[config.mk]
export PLATFORM = sky130hd
export DESIGN_NAME = kb_scan_decoder
export DESIGN_NICKNAME = d
export VERILOG_FILES = /design/src/rtl/kb_scan_decoder.sv
export SDC_FILE = /design/constraint.sdc
export NUM_CORES = 1
export LEC_CHECK = 0
export BUFFER_PORTS_ARGS = -buffer_cell sky130_fd_sc_hd__buf_2
export CAP_MARGIN = 20
export CELL_PAD_IN_SITES_DETAIL_PLACEMENT = 1
export CELL_PAD_IN_SITES_GLOBAL_PLACEMENT = 1
export CORE_MARGIN = 2
export CORE_UTILIZATION = 48
export DETAILED_ROUTE_END_ITERATION = 10
export GPL_TIMING_DRIVEN = 0
export HOLD_SLACK_MARGIN = 0.03
export PLACE_DENSITY = 0.84
export REMOVE_ABC_BUFFERS = 1
export SLEW_MARGIN = 20
export SYNTH_ARGS = -nofsm -noshare
export SYNTH_HDL_FRONTEND = slang
export SYNTH_SLANG_ARGS = --single-unit
export TNS_END_PERCENT = 10
[constraint.sdc]
create_clock -name clk -period 2.6 [get_ports clk]
set_input_delay 0.26 -clock clk [delete_from_list [all_inputs] [get_ports clk]]
set_output_delay 0.26 -clock clk [all_outputs]
set_load 0.01 [all_outputs]
[src/rtl/kb_scan_decoder.sv]
// PS/2 set-2 scan byte decoder: strips F0/E0 framing, tracks shift, queues {shift, code} in a FWFT FIFO.
// Define KB_CAPSLOCK_EN to enable caps-lock toggling and caps-adjusted shift on letter codes.
module kb_scan_decoder #(
   parameter int unsigned DEPTH_LOG2 = 2
) (
   input  logic       clk,
   input  logic       rst_n,
   input  logic [7:0] scan_code,
   input  logic       scan_valid,
   input  logic       rd_en,
   output logic [8:0] rd_data,
   output logic       empty,
   output logic       full,
   output logic       overflow,
   output logic       shift_held,
   output logic       caps_lock
);

   localparam int unsigned DEPTH = 1 << DEPTH_LOG2;

   typedef enum logic [1:0] {ST_IDLE, ST_BRK, ST_EXT, ST_EXT_BRK} state_t;

   state_t                r_state;
   logic                  r_lshift;
   logic                  r_rshift;
   logic [8:0]            r_mem [DEPTH];
   logic [DEPTH_LOG2-1:0] r_wr_ptr;
   logic [DEPTH_LOG2-1:0] r_rd_ptr;
   logic [DEPTH_LOG2:0]   r_count;
   logic                  r_empty;
   logic                  r_full;
   logic                  r_overflow;

   logic                  w_push;
   logic [8:0]            w_push_data;
   logic                  w_pop;
   logic                  w_do_push;
   logic                  w_shift_eff;
   logic [DEPTH_LOG2:0]   w_count_next;

`ifdef KB_CAPSLOCK_EN
   logic r_caps;
   logic w_is_letter;

   always_comb begin
      w_is_letter = 1'b0;
      case (scan_code)
         8'h1C, 8'h32, 8'h21, 8'h23, 8'h24, 8'h2B, 8'h34, 8'h33, 8'h43,
         8'h3B, 8'h42, 8'h4B, 8'h3A, 8'h31, 8'h44, 8'h4D, 8'h15, 8'h2D,
         8'h1B, 8'h2C, 8'h3C, 8'h2A, 8'h1D, 8'h22, 8'h35, 8'h1A: w_is_letter = 1'b1;
         default: w_is_letter = 1'b0;
      endcase
   end

   assign w_shift_eff = (r_lshift | r_rshift) ^ (r_caps & w_is_letter);
   assign caps_lock   = r_caps;
`else
   assign w_shift_eff = r_lshift | r_rshift;
   assign caps_lock   = 1'b0;
`endif

   // Decide which scan bytes become FIFO words; framing/modifier/control bytes never do.
   always_comb begin
      w_push      = 1'b0;
      w_push_data = '0;
      if (scan_valid) begin
         case (r_state)
            ST_IDLE: begin
               case (scan_code)
                  8'hF0, 8'hE0, 8'h12, 8'h59, 8'h58,
                  8'h00, 8'hAA, 8'hEE, 8'hFA, 8'hFE, 8'hFF: w_push = 1'b0;
                  default: begin
                     w_push      = 1'b1;
                     w_push_data = {w_shift_eff, scan_code};
                  end
               endcase
            end
            ST_EXT: begin
               if (scan_code == 8'h5A || scan_code == 8'h4A) begin
                  w_push      = 1'b1;
                  w_push_data = {1'b0, scan_code};
               end
            end
            default: w_push = 1'b0;
         endcase
      end
   end

   always_ff @(posedge clk) begin
      if (!rst_n) begin
         r_state  <= ST_IDLE;
         r_lshift <= 1'b0;
         r_rshift <= 1'b0;
`ifdef KB_CAPSLOCK_EN
         r_caps   <= 1'b0;
`endif
      end else if (scan_valid) begin
         case (r_state)
            ST_IDLE: begin
               case (scan_code)
                  8'hF0: r_state <= ST_BRK;
                  8'hE0: r_state <= ST_EXT;
                  8'h12: r_lshift <= 1'b1;
                  8'h59: r_rshift <= 1'b1;
`ifdef KB_CAPSLOCK_EN
                  8'h58: r_caps <= ~r_caps;
`endif
                  default: r_state <= ST_IDLE;
               endcase
            end
            ST_BRK: begin
               if (scan_code == 8'h12) r_lshift <= 1'b0;
               if (scan_code == 8'h59) r_rshift <= 1'b0;
               r_state <= (scan_code == 8'hF0) ? ST_BRK : ST_IDLE;
            end
            ST_EXT:  r_state <= (scan_code == 8'hF0) ? ST_EXT_BRK : ST_IDLE;
            default: r_state <= ST_IDLE;
         endcase
      end
   end

   assign w_pop     = rd_en & ~r_empty;
   // A push into a full FIFO still lands when the head is popped on the same edge.
   assign w_do_push = w_push & (~r_full | w_pop);

   always_comb begin
      w_count_next = r_count;
      if (w_do_push && !w_pop) w_count_next = r_count + 1'b1;
      if (!w_do_push && w_pop) w_count_next = r_count - 1'b1;
   end

   always_ff @(posedge clk) begin
      if (w_do_push && rst_n) r_mem[r_wr_ptr] <= w_push_data;
   end

   always_ff @(posedge clk) begin
      if (!rst_n) begin
         r_wr_ptr   <= '0;
         r_rd_ptr   <= '0;
         r_count    <= '0;
         r_empty    <= 1'b1;
         r_full     <= 1'b0;
         r_overflow <= 1'b0;
      end else begin
         if (w_do_push) r_wr_ptr <= r_wr_ptr + 1'b1;
         if (w_pop)     r_rd_ptr <= r_rd_ptr + 1'b1;
         r_count <= w_count_next;
         r_empty <= (w_count_next == '0);
         r_full  <= (w_count_next == (DEPTH_LOG2 + 1)'(DEPTH));
         if (w_push && r_full && !w_pop) r_overflow <= 1'b1;
      end
   end

   assign rd_data    = r_empty ? '0 : r_mem[r_rd_ptr];
   assign empty      = r_empty;
   assign full       = r_full;
   assign overflow   = r_overflow;
   assign shift_held = r_lshift | r_rshift;

endmodule

After elaboration in Yosys (flattened, before gate mapping) --
Memory sizes are Yosys's and may differ from the RTL's. A register that Yosys moved wholly into a read port is not among the register bits. Cells that the tools add are included.
Word-level totals: register bits after elaboration 14, RAM bits 36, input port bits 12, output and inout port bits 14, logic and storage cells 82, memories kept 1
Memory list:
- r_mem | depth 4, bits a word 9, read ports 1, clocked after Yosys merged registers in 1, write ports 1, RTL line 26 | logic [8:0] r_mem [DEPTH];
Cells by class: add/subtract/negate cells 4, eq/ne operators 20, muxes and demuxes 25, bitwise gates (word level) 6, reduce and logical (&&, ||, !) cells 17
Operators with widths (number):
- $eq A8 B8 Y1 const B | 7
- $eq A8 B7 Y1 const B | 4
- $mux W9 | 3
- $pmux W9 S2 | 1
- $pmux W2 S3 | 2
- $reduce_or A11 Y1 | 1
- $mux W1 | 10
- $ne A2 B2 Y1 const B | 5
- $eq A8 B5 Y1 const B | 1
- $logic_not A8 Y1 | 1
- $mux W8 | 1
- $reduce_and A4 Y1 | 2
- $mux W2 | 3
- $mux W3 | 2
- $pmux W1 S2 | 3
- $logic_and A1 B1 Y1 | 5
- $add A2 B1 Y2 const B | 2
- $add A3 B1 Y3 const B | 1
- $eq A3 B3 Y1 const B | 1
- $logic_not A3 Y1 | 1
- $sub A3 B1 Y3 const B | 1
- $and A1 B1 Y1 | 2
- $eq A2 B1 Y1 const B | 1
- $eq A2 B2 Y1 const B | 1
- other kinds (8) | 11

Logic depth before layout (Yosys ltp) --
Gate-level depths: netlist of run 1.
depth in word-level cells 10, gate-level depth with buffers 9, gate-level depth less buffers 8

Worst setup path after synthesis of run 1 --
No wires, ideal clock.
kind input-to-reg, start input port scan_code[6], end memory r_mem[0][0] (enable), setup time 337 ps, arrival time 1690 ps, required time 2263 ps, path slack 573 ps, stages 8, path buffers 2, cells stage by stage buf_4 -> and3_2 -> o211ai_1 -> o311a_1 -> buf_6 -> a21oi_2 -> nor2_1 -> and3_1
Between the ends: word-level cells in the longest chain between the ends 9, elaborated cells between the ends (all ways) 23, those cells by class eq/ne: 12; mux: 6; bitwise: 1; reduce/logical: 4
RTL lines:
- start, declared | RTL line 8 | input logic [7:0] scan_code,
- $eq A8 B5 Y1 (tied with other cells) | RTL line 69 | case (scan_code)
- $reduce_or A11 Y1 / $logic_or A1 B1 Y1 (equally long branches) | RTL line 69, 79
- $mux W1, on equally long branches | RTL line 69, 79
- $pmux W1 S2 (*) | RTL line 67 | case (r_state)
- $mux W1 (*) | RTL line 66 | if (scan_valid) begin
- $and A1 B1 Y1 (*) | RTL line 124 | assign w_do_push = w_push & (~r_full | w_pop);
- $logic_and A1 B1 Y1 (*) | RTL line 133 | if (w_do_push && rst_n) r_mem[r_wr_ptr] <= w_push_data;
- $mux W1 (*) | RTL line 133
- $mux W1 (not written as such) (*) | RTL line 133
- end, declared | RTL line 26
Every way passes the cells marked *; elsewhere a longest branch is shown, timed or not.

Worst setup path after layout of run 1 --
start input port scan_code[6], end memory r_mem[2][5] (enable)
The elaborated chain is that of the path after synthesis.

==> summary.md, run 1 <==
| Metric | Value |
|---|---|
| Pin count of the biggest net entering global routing | 17 |
| IO Pins | 26 |
| Core Rows | 26 |
| Initial antenna violation count | 0 |
| DIE HEIGHT | slightly below 80 um |
| Critical Path Start Type | input port |
| Initial Utilization | 49.9% |
| Overflow after GRT | 0 |
| Cts repair resizes | 0 |
| Placed cell areas | 0.00271 mm^2 |
| Crit path time final | 2260 ps |
| RSZ-0062 raised after global routing | false |
| Synth cell types | 53 |
| CTS buffer count | 5 |
| Sequential area share after synthesis | 54.7% |
| Slew @ Worst Pin | 636 ps |
| Design Area, Final | ~0.0028 mm^2 |
| Drt wl/cell | 17.3 um |
| VDD IR max | 0.000357 V |
| 1st-pass router iterations | 4 |
| Dpl ws | 57.6 ps |
| Status | finished clean |
| Diodes inserted | 0 |
| Post-synth top area share | between 40% and 50% |
| Area grow syn2layout | 9.03% |
| Die Span X | 77.1 um |
| Root buf cell | clkbuf_8 |
| GRT Util Overall | between 10% and 20% |
| CP arrival | 2200 ps |
| Number of non-filler instances in the completed layout | approximately 290 |
| Post-synthesis average cell area | between 10 and 15 um^2 |
| Htree depth | 2 |
| Max FO, Critical Path | 11 |
| Seq cells post-synth | 52 |
| EDFF count, synth | 36 |
| Postcts setup bufs | 0 |
| Leak | 1.03 nW |
| PortBufs | 24 |
| Core ar. | 0.00514 mm^2 |
| Routed Antenna Nets | 0 |
| Worst EP required | 2540 ps |
| DPL Wire Length | roughly 3700 um |
| Ys async rst share | 0% |
| Total Wirelength | ~5000 um |
| Final #Nets | 238 |
| Max incr delay on CP | 520 ps |
| Finish-stage setup viols | 0 |
| Final Skew | about 5.8 ps |
| Setup_tns | 0 ps |
| Worst Hold Class | in -> reg |
| Cells along the critical path | buf_2 > and3_2 > o211ai_1 > o311a_1 > a21oi_2 > nor2_1 > and3_1 |
| Cell taking the most area after synthesis | edfxtp_1 |
| Mapped Area | 0.00256 mm^2 |
| Pwr dens | 670 mW/mm^2 |
| DR vias | around 1700 |
| Share of post-route cells with drive strength above 1 | 27.6% |
| DRC violations left | 0 |
| Fin. max-slew vios | 0 |
| Fin. Hold Viols | 0 |
| Max-Cap Viols | 0 |
| CTS tree | done |
| Die area | 0.00594 mm^2 |
| Slew HR | 57.5% |
| Top area cells in the synthesized netlist | edfxtp_1 (42%), dfxtp_1 (12%), mux4_2 (7.9%), ha_1 (2.9%), nor2b_1 (2.7%) |
| Via density | around 5.7 |
| Fillers | approximately 550 |
| Crit. End Element | flop |
| Fin worst setup slack | 343 ps |
| CP max stage cell | and3_1 |
| F_max | ~440 MHz |
| Max clock buf depth | 2 |
| Gpl congestion | just over 0.8 |
| Iteration-0 DRC count of the detailed router | 51 |
| Cells after Synth | 198 |
| Synth Flop Type | edfxtp_1 |
| Hold_buf cts | 0 |
| Dpl cells | 283 |
| Clk sinks | 52 |
| Vias in the first global route | about 1800 |
| Global-route wire length before repair | 8600 um |
| Yosys warns | 0 |
| CTS clk-pin slew, worst paths | approximately 90 ps |
| Tcrit/Tclk final | 86.8% |
| Worst-skew pair later-pin latency | 300 ps |
| Critical path class | in -> reg |
| Power consumption | 0.00187 W |
layer usage:
metal | global-route usage (%) | up-vias | routed length, um
met4 | 6.25 | 0 | 83
met3 | 3.53 | 8 | 128
met2 | 31.6 | 30 | 2530
met5 | 0 | - | 0
li1 | - | 796 | -
met1 | 23.5 | 822 | 2300
final cells by class:
cell class	count	area [um^2]	area share [%]
Sequential cell	52	1400	50.1
Timing Repair Buffer	24	120	4.30
Tap cell	70	87.6	3.13
Clock inverter	3	18.8	0.671
Multi-Input combinational cell	126	1060	37.8
Clock buffer	5	68.8	2.46
Inverter	11	41.3	1.48
cells in the final DEF, fill, tap and decap left out, types with 2 or more instances in the layout:
cell      instances
nor2b_1          11
and2_1            3
inv_1            11
xnor2_1           3
edfxtp_1         36
a31oi_1           3
and3_1            5
clkbuf_8          5
nand2_1           6
nor2_1           10
nor3_1            4
o21ai_1           2
and3_2            6
nand3_1           5
a21oi_1           8
ha_1              6
nand2b_1          3
mux4_2            9
o21ai_0           6
nand4_1           2
a311oi_1          2
a221oi_1          3
dfxtp_1          16
o311a_1           2
clkinv_2          2
nor4_4            2
buf_2            24
cells by family (layout without fill, tap and decap cells):
family,Yosys count,count (layout),share of synthesized area (%)
compound gates,36,36,10.0
flops,52,52,54.7
xor+xnor,4,4,1.37
mux,11,11,8.88
buf+inv,20,43,4.10
other cells,1,1,0.146
fa+ha+maj,6,6,2.93
simple gates,68,68,17.9
power by group:
group,total (W),internal (W),switching [W]
Clock,0.000448,0.000188,0.000260
Combinational,0.000409,0.000197,0.000212
Sequential,0.00102,0.000936,0.0000796
Total,0.00187,0.00132,0.000551
cell usage after synthesis (4+ instances only):
cell type  instances
nand3_1            5
nor2b_1           11
a21oi_1            8
and3_2             6
ha_1               6
mux4_2             9
edfxtp_1          36
inv_1             11
o21ai_0            6
nor2_1            10
nor3_1             4
and3_1             5
dfxtp_1           16
nand2_1            6
critical path: cells and delay by family:
family / cells / cell delay, ps
AND/OR/NAND/NOR: 3 / 970
AO/OA/AOI/OAI: 3 / 800
buffers and inverters: 1 / 160
through the flow:
step           utilization, %  hold slack, ps
5_1_grt                  54.4             251
3_3_place_gp             52.7             457
4_1_cts                  54.4             216
3_5_place_dp             52.7             456
6_report                 54.4             224
2_1_floorplan               -             340
sequential cells by signal, summed over array words and instances (netlist names), named ones only:
signal and count:
r_lshift 1, r_mem 36, r_count 3, empty 1
r_wr_ptr 2, r_rshift 1, r_state 2, overflow 1
full 1, r_rd_ptr 2
path summary, 6_finish.rpt:
kind	slack (ps)	from	end	cells after the start
worst min register to register	470	overflow	overflow	2
worst max-delay path	340	scan_code[6]	r_mem[2][5]	7
worst max register to register	450	r_state[1]	r_mem[2][5]	5
worst min-delay path	220	rst_n	empty	2
Power figures use the tool's default switching activity.
==> run 2: changes to the inputs <==
REMOVE_ABC_BUFFERS = not set   (was 1)
==> run 2 against run 1 <==
  * First-iteration DRC count grew 33%
  * Clock skew fell by 0.53 ps
  * Via count rose by 3.1%
  * Worst hold slack worse by 14 ps
  * Die area did not move
  * Power increased by 12%
  * Core utilization increased by 2.1 points
  * Maximum frequency fell by 4.0%
  * Non-clock buffer count grew 8
  * Sequential share of layout area decreased by 1.8 points
  * Cell count rose by 2.7%
  * Wire length is 2.2% higher
  * Critical path type is now reg -> out
==> summary.md, run 2 (synthesis gave the netlist of run 1 again) <==
| Metric | Value |
|---|---|
| Status | finished clean |
| Crit. End Element | primary output |
| Most common cell after layout, fill and taps aside | edfxtp_1 |
| 1st-pass router iterations | 4 (unchanged) |
| CP arrival | 2090 ps (-110 ps) |
| Initial Utilization | 49.9% (unchanged) |
| F_max | 425 MHz (-4.0%) |
| Clk sinks | 52 (unchanged) |
| Critical path class | reg -> out |
| Max FO, Critical Path | 9 (-2) |
| Pwr dens | 722 mW/mm^2 (+7.8%) |
| Max clock buf depth | 2 (unchanged) |
| DRC violations left | 0 (unchanged) |
| Slew @ Worst Pin | 767 ps (+130 ps) |
| GRT Util Overall | 18.8% (+0.38 points) |
| Leak | 1.07 nW (+4.6%) |
| Worst-skew pair later-pin latency | 310 ps (about the same) |
| Final #Nets | 246 (+3.4%) |
| Setup_tns | 0 ps (unchanged) |
| Via density | 5.71 (+0.38%) |
| CTS buffer count | 5 (unchanged) |
| CTS clk-pin slew, worst paths | 90 ps (about the same) |
| Reg power frac | 46.5% (-7.7 points) |
| Synth Net Count | 216 |
| Initial antenna violation count | 0 (unchanged) |
| Util after Layout | 56.5% (+2.1 points) |
| Slew HR | 48.9% (-8.6 points) |
| Max-Cap Viols | 0 (unchanged) |
| CTS tree | done |
| Diodes inserted | 0 (unchanged) |
| Worst EP required | 2340 ps (-200 ps) |
| Highest-count cells in the layout ignoring fill and taps | edfxtp_1 (36), buf_2 (23), dfxtp_1 (16), inv_1 (11) |
| DIE HEIGHT | 77.1 um (unchanged) |
| Die area | 0.00594 mm^2 (unchanged) |
| Cell internal pwr | 0.00153 W (+16%) |
| DR vias | 1708 (+3.1%) |
| Iteration-0 DRC count of the detailed router | 68 (+33%) |
| Finish-stage setup viols | 0 (unchanged) |
| Root buf cell | clkbuf_8 |
| Drt wl/cell | 17.2 um (-0.51%) |
| Global-route wire length before repair | 8780 um (+2.1%) |
| Sw frac | 26.9% (-2.5 points) |
| VDD IR max | 0.000359 V (+0.58%) |
| IO Pins | 26 (unchanged) |
| Biggest regs | r_mem: 36 flops, r_count: 3 flops |
| Routed Antenna Nets | 0 (unchanged) |
| Critical Path Start Type | flop |
| Total Wirelength | 5160 um (+2.2%) |
| DPL Wire Length | 3730 um (+1.9%) |
| Overflow after GRT | 0 (unchanged) |
| Pin count of the biggest net entering global routing | 17 (unchanged) |
| Fin. Hold Viols | 0 (unchanged) |
| Worst Hold Class | in -> reg |
| Combinational power share | 22.5% (+0.7 points) |
| Area grow syn2layout | 13.2% |
| Clock Power Share | 31.0% (+7.1 points) |
| Largest reg by FF count | r_mem |
| Vias in the first global route | 1736 (-1.4%) |
| Core ar. | 0.00514 mm^2 (unchanged) |
| Htree depth | 2 (unchanged) |
| Final Skew | 5.29 ps (-0.528 ps) |
| PortBufs | 23 (-4.2%) |
| FF-to-FF setup slack | 440 ps (about the same) |
| RSZ-0062 raised after global routing | false |
| Core Rows | 26 (unchanged) |
| Max reg flops | 36 (unchanged) |
| Gpl congestion | 0.809 (+0.16%) |
| Tcrit/Tclk final | 90.4% (+3.6 points) |
| Postcts setup bufs | 0 (unchanged) |
| Share of post-route cells with drive strength above 1 | 28.4% (+0.78 points) |
| Die Span X | 77.1 um (unchanged) |
| Fin. max-slew vios | 0 (unchanged) |
| P_sw | 0.000564 W (+2.3%) |
| Crit path time final | 2350 ps (+94.1 ps) |
[run 2: cell count changes in the layout (fill, tap and decap cells not counted), moves of 2 or more]
cell and delta:
buf_6 +3, buf_4 +2, bufinv_16 +2, clkinv_2 -2, clkbuf_1 +4
[run 2: final timing paths]
check,from,end,cells after the start
max reg2reg,empty,r_mem[0][0],5
min,scan_valid,r_state[1],2
max,flop,rd_data[4],4
min reg2reg,overflow,overflow,2
[run 2: worst max-delay path, cell delays in order, from the launching register on]
cell and delay [ps]:
dfxtp_1 310, clkbuf_1 580, mux4_2 590, nor2b_1 140, buf_2 160
[run 2: per-layer routing]
layer | vias to the layer above | part of all wire, % | global-route usage [%]
met5 | - | 0 | 0
met4 | 0 | 1.3 | 5.36
li1 | 810 | - | -
met3 | 5 | 3.0 | 3.53
met1 | 863 | 46 | 24.4
met2 | 30 | 50 | 32.3
[run 2: layout make-up]
| class | instances | area [um^2] |
|---|---|---|
| clock buffers | 6 | 72.6 |
| multi-input cells | 126 | 1060 |
| clock inverters | 2 | 60.1 |
| flip-flops and latches | 52 | 1400 |
| well taps | 70 | 87.6 |
| repair buffers | 23 | 115 |
| fillers | 546 | 2240 |
| inverters | 11 | 41.3 |
| plain buffers | 9 | 63.8 |
[run 2: repair_timing]
action	4_1_cts	5_1_grt
setup endpoints to repair	0	2
hold buffers	0	0
hold endpoints to repair	0	0
gates resized for setup	0	1
[run 2: power groups by stage]
stage	Clock, W	Sequential, W	Combinational, W
floorplan	0	0.000986	0.000332
global placement	0	0.000988	0.000453
detailed placement	0	0.000991	0.000474
CTS	0.000661	0.000972	0.000476
global route	0.000687	0.000980	0.000528
finish	0.000650	0.000973	0.000472
[run 2: through the flow]
step | hold WS [ps] | cells | worst slack [ps] | power [W] | cell area (um^2)
final | 210 | 299 | 249 | 0.00209 | 2900
after global routing | 227 | 299 | 51.4 | 0.00220 | 2900
after CTS | 209 | 299 | 191 | 0.00211 | 2900
after detailed placement | 457 | 291 | 66.6 | 0.00146 | 2770
after global placement | 461 | 291 | 131 | 0.00144 | 2770
after floorplan | 340 | 198 | 573 | 0.00132 | 2560
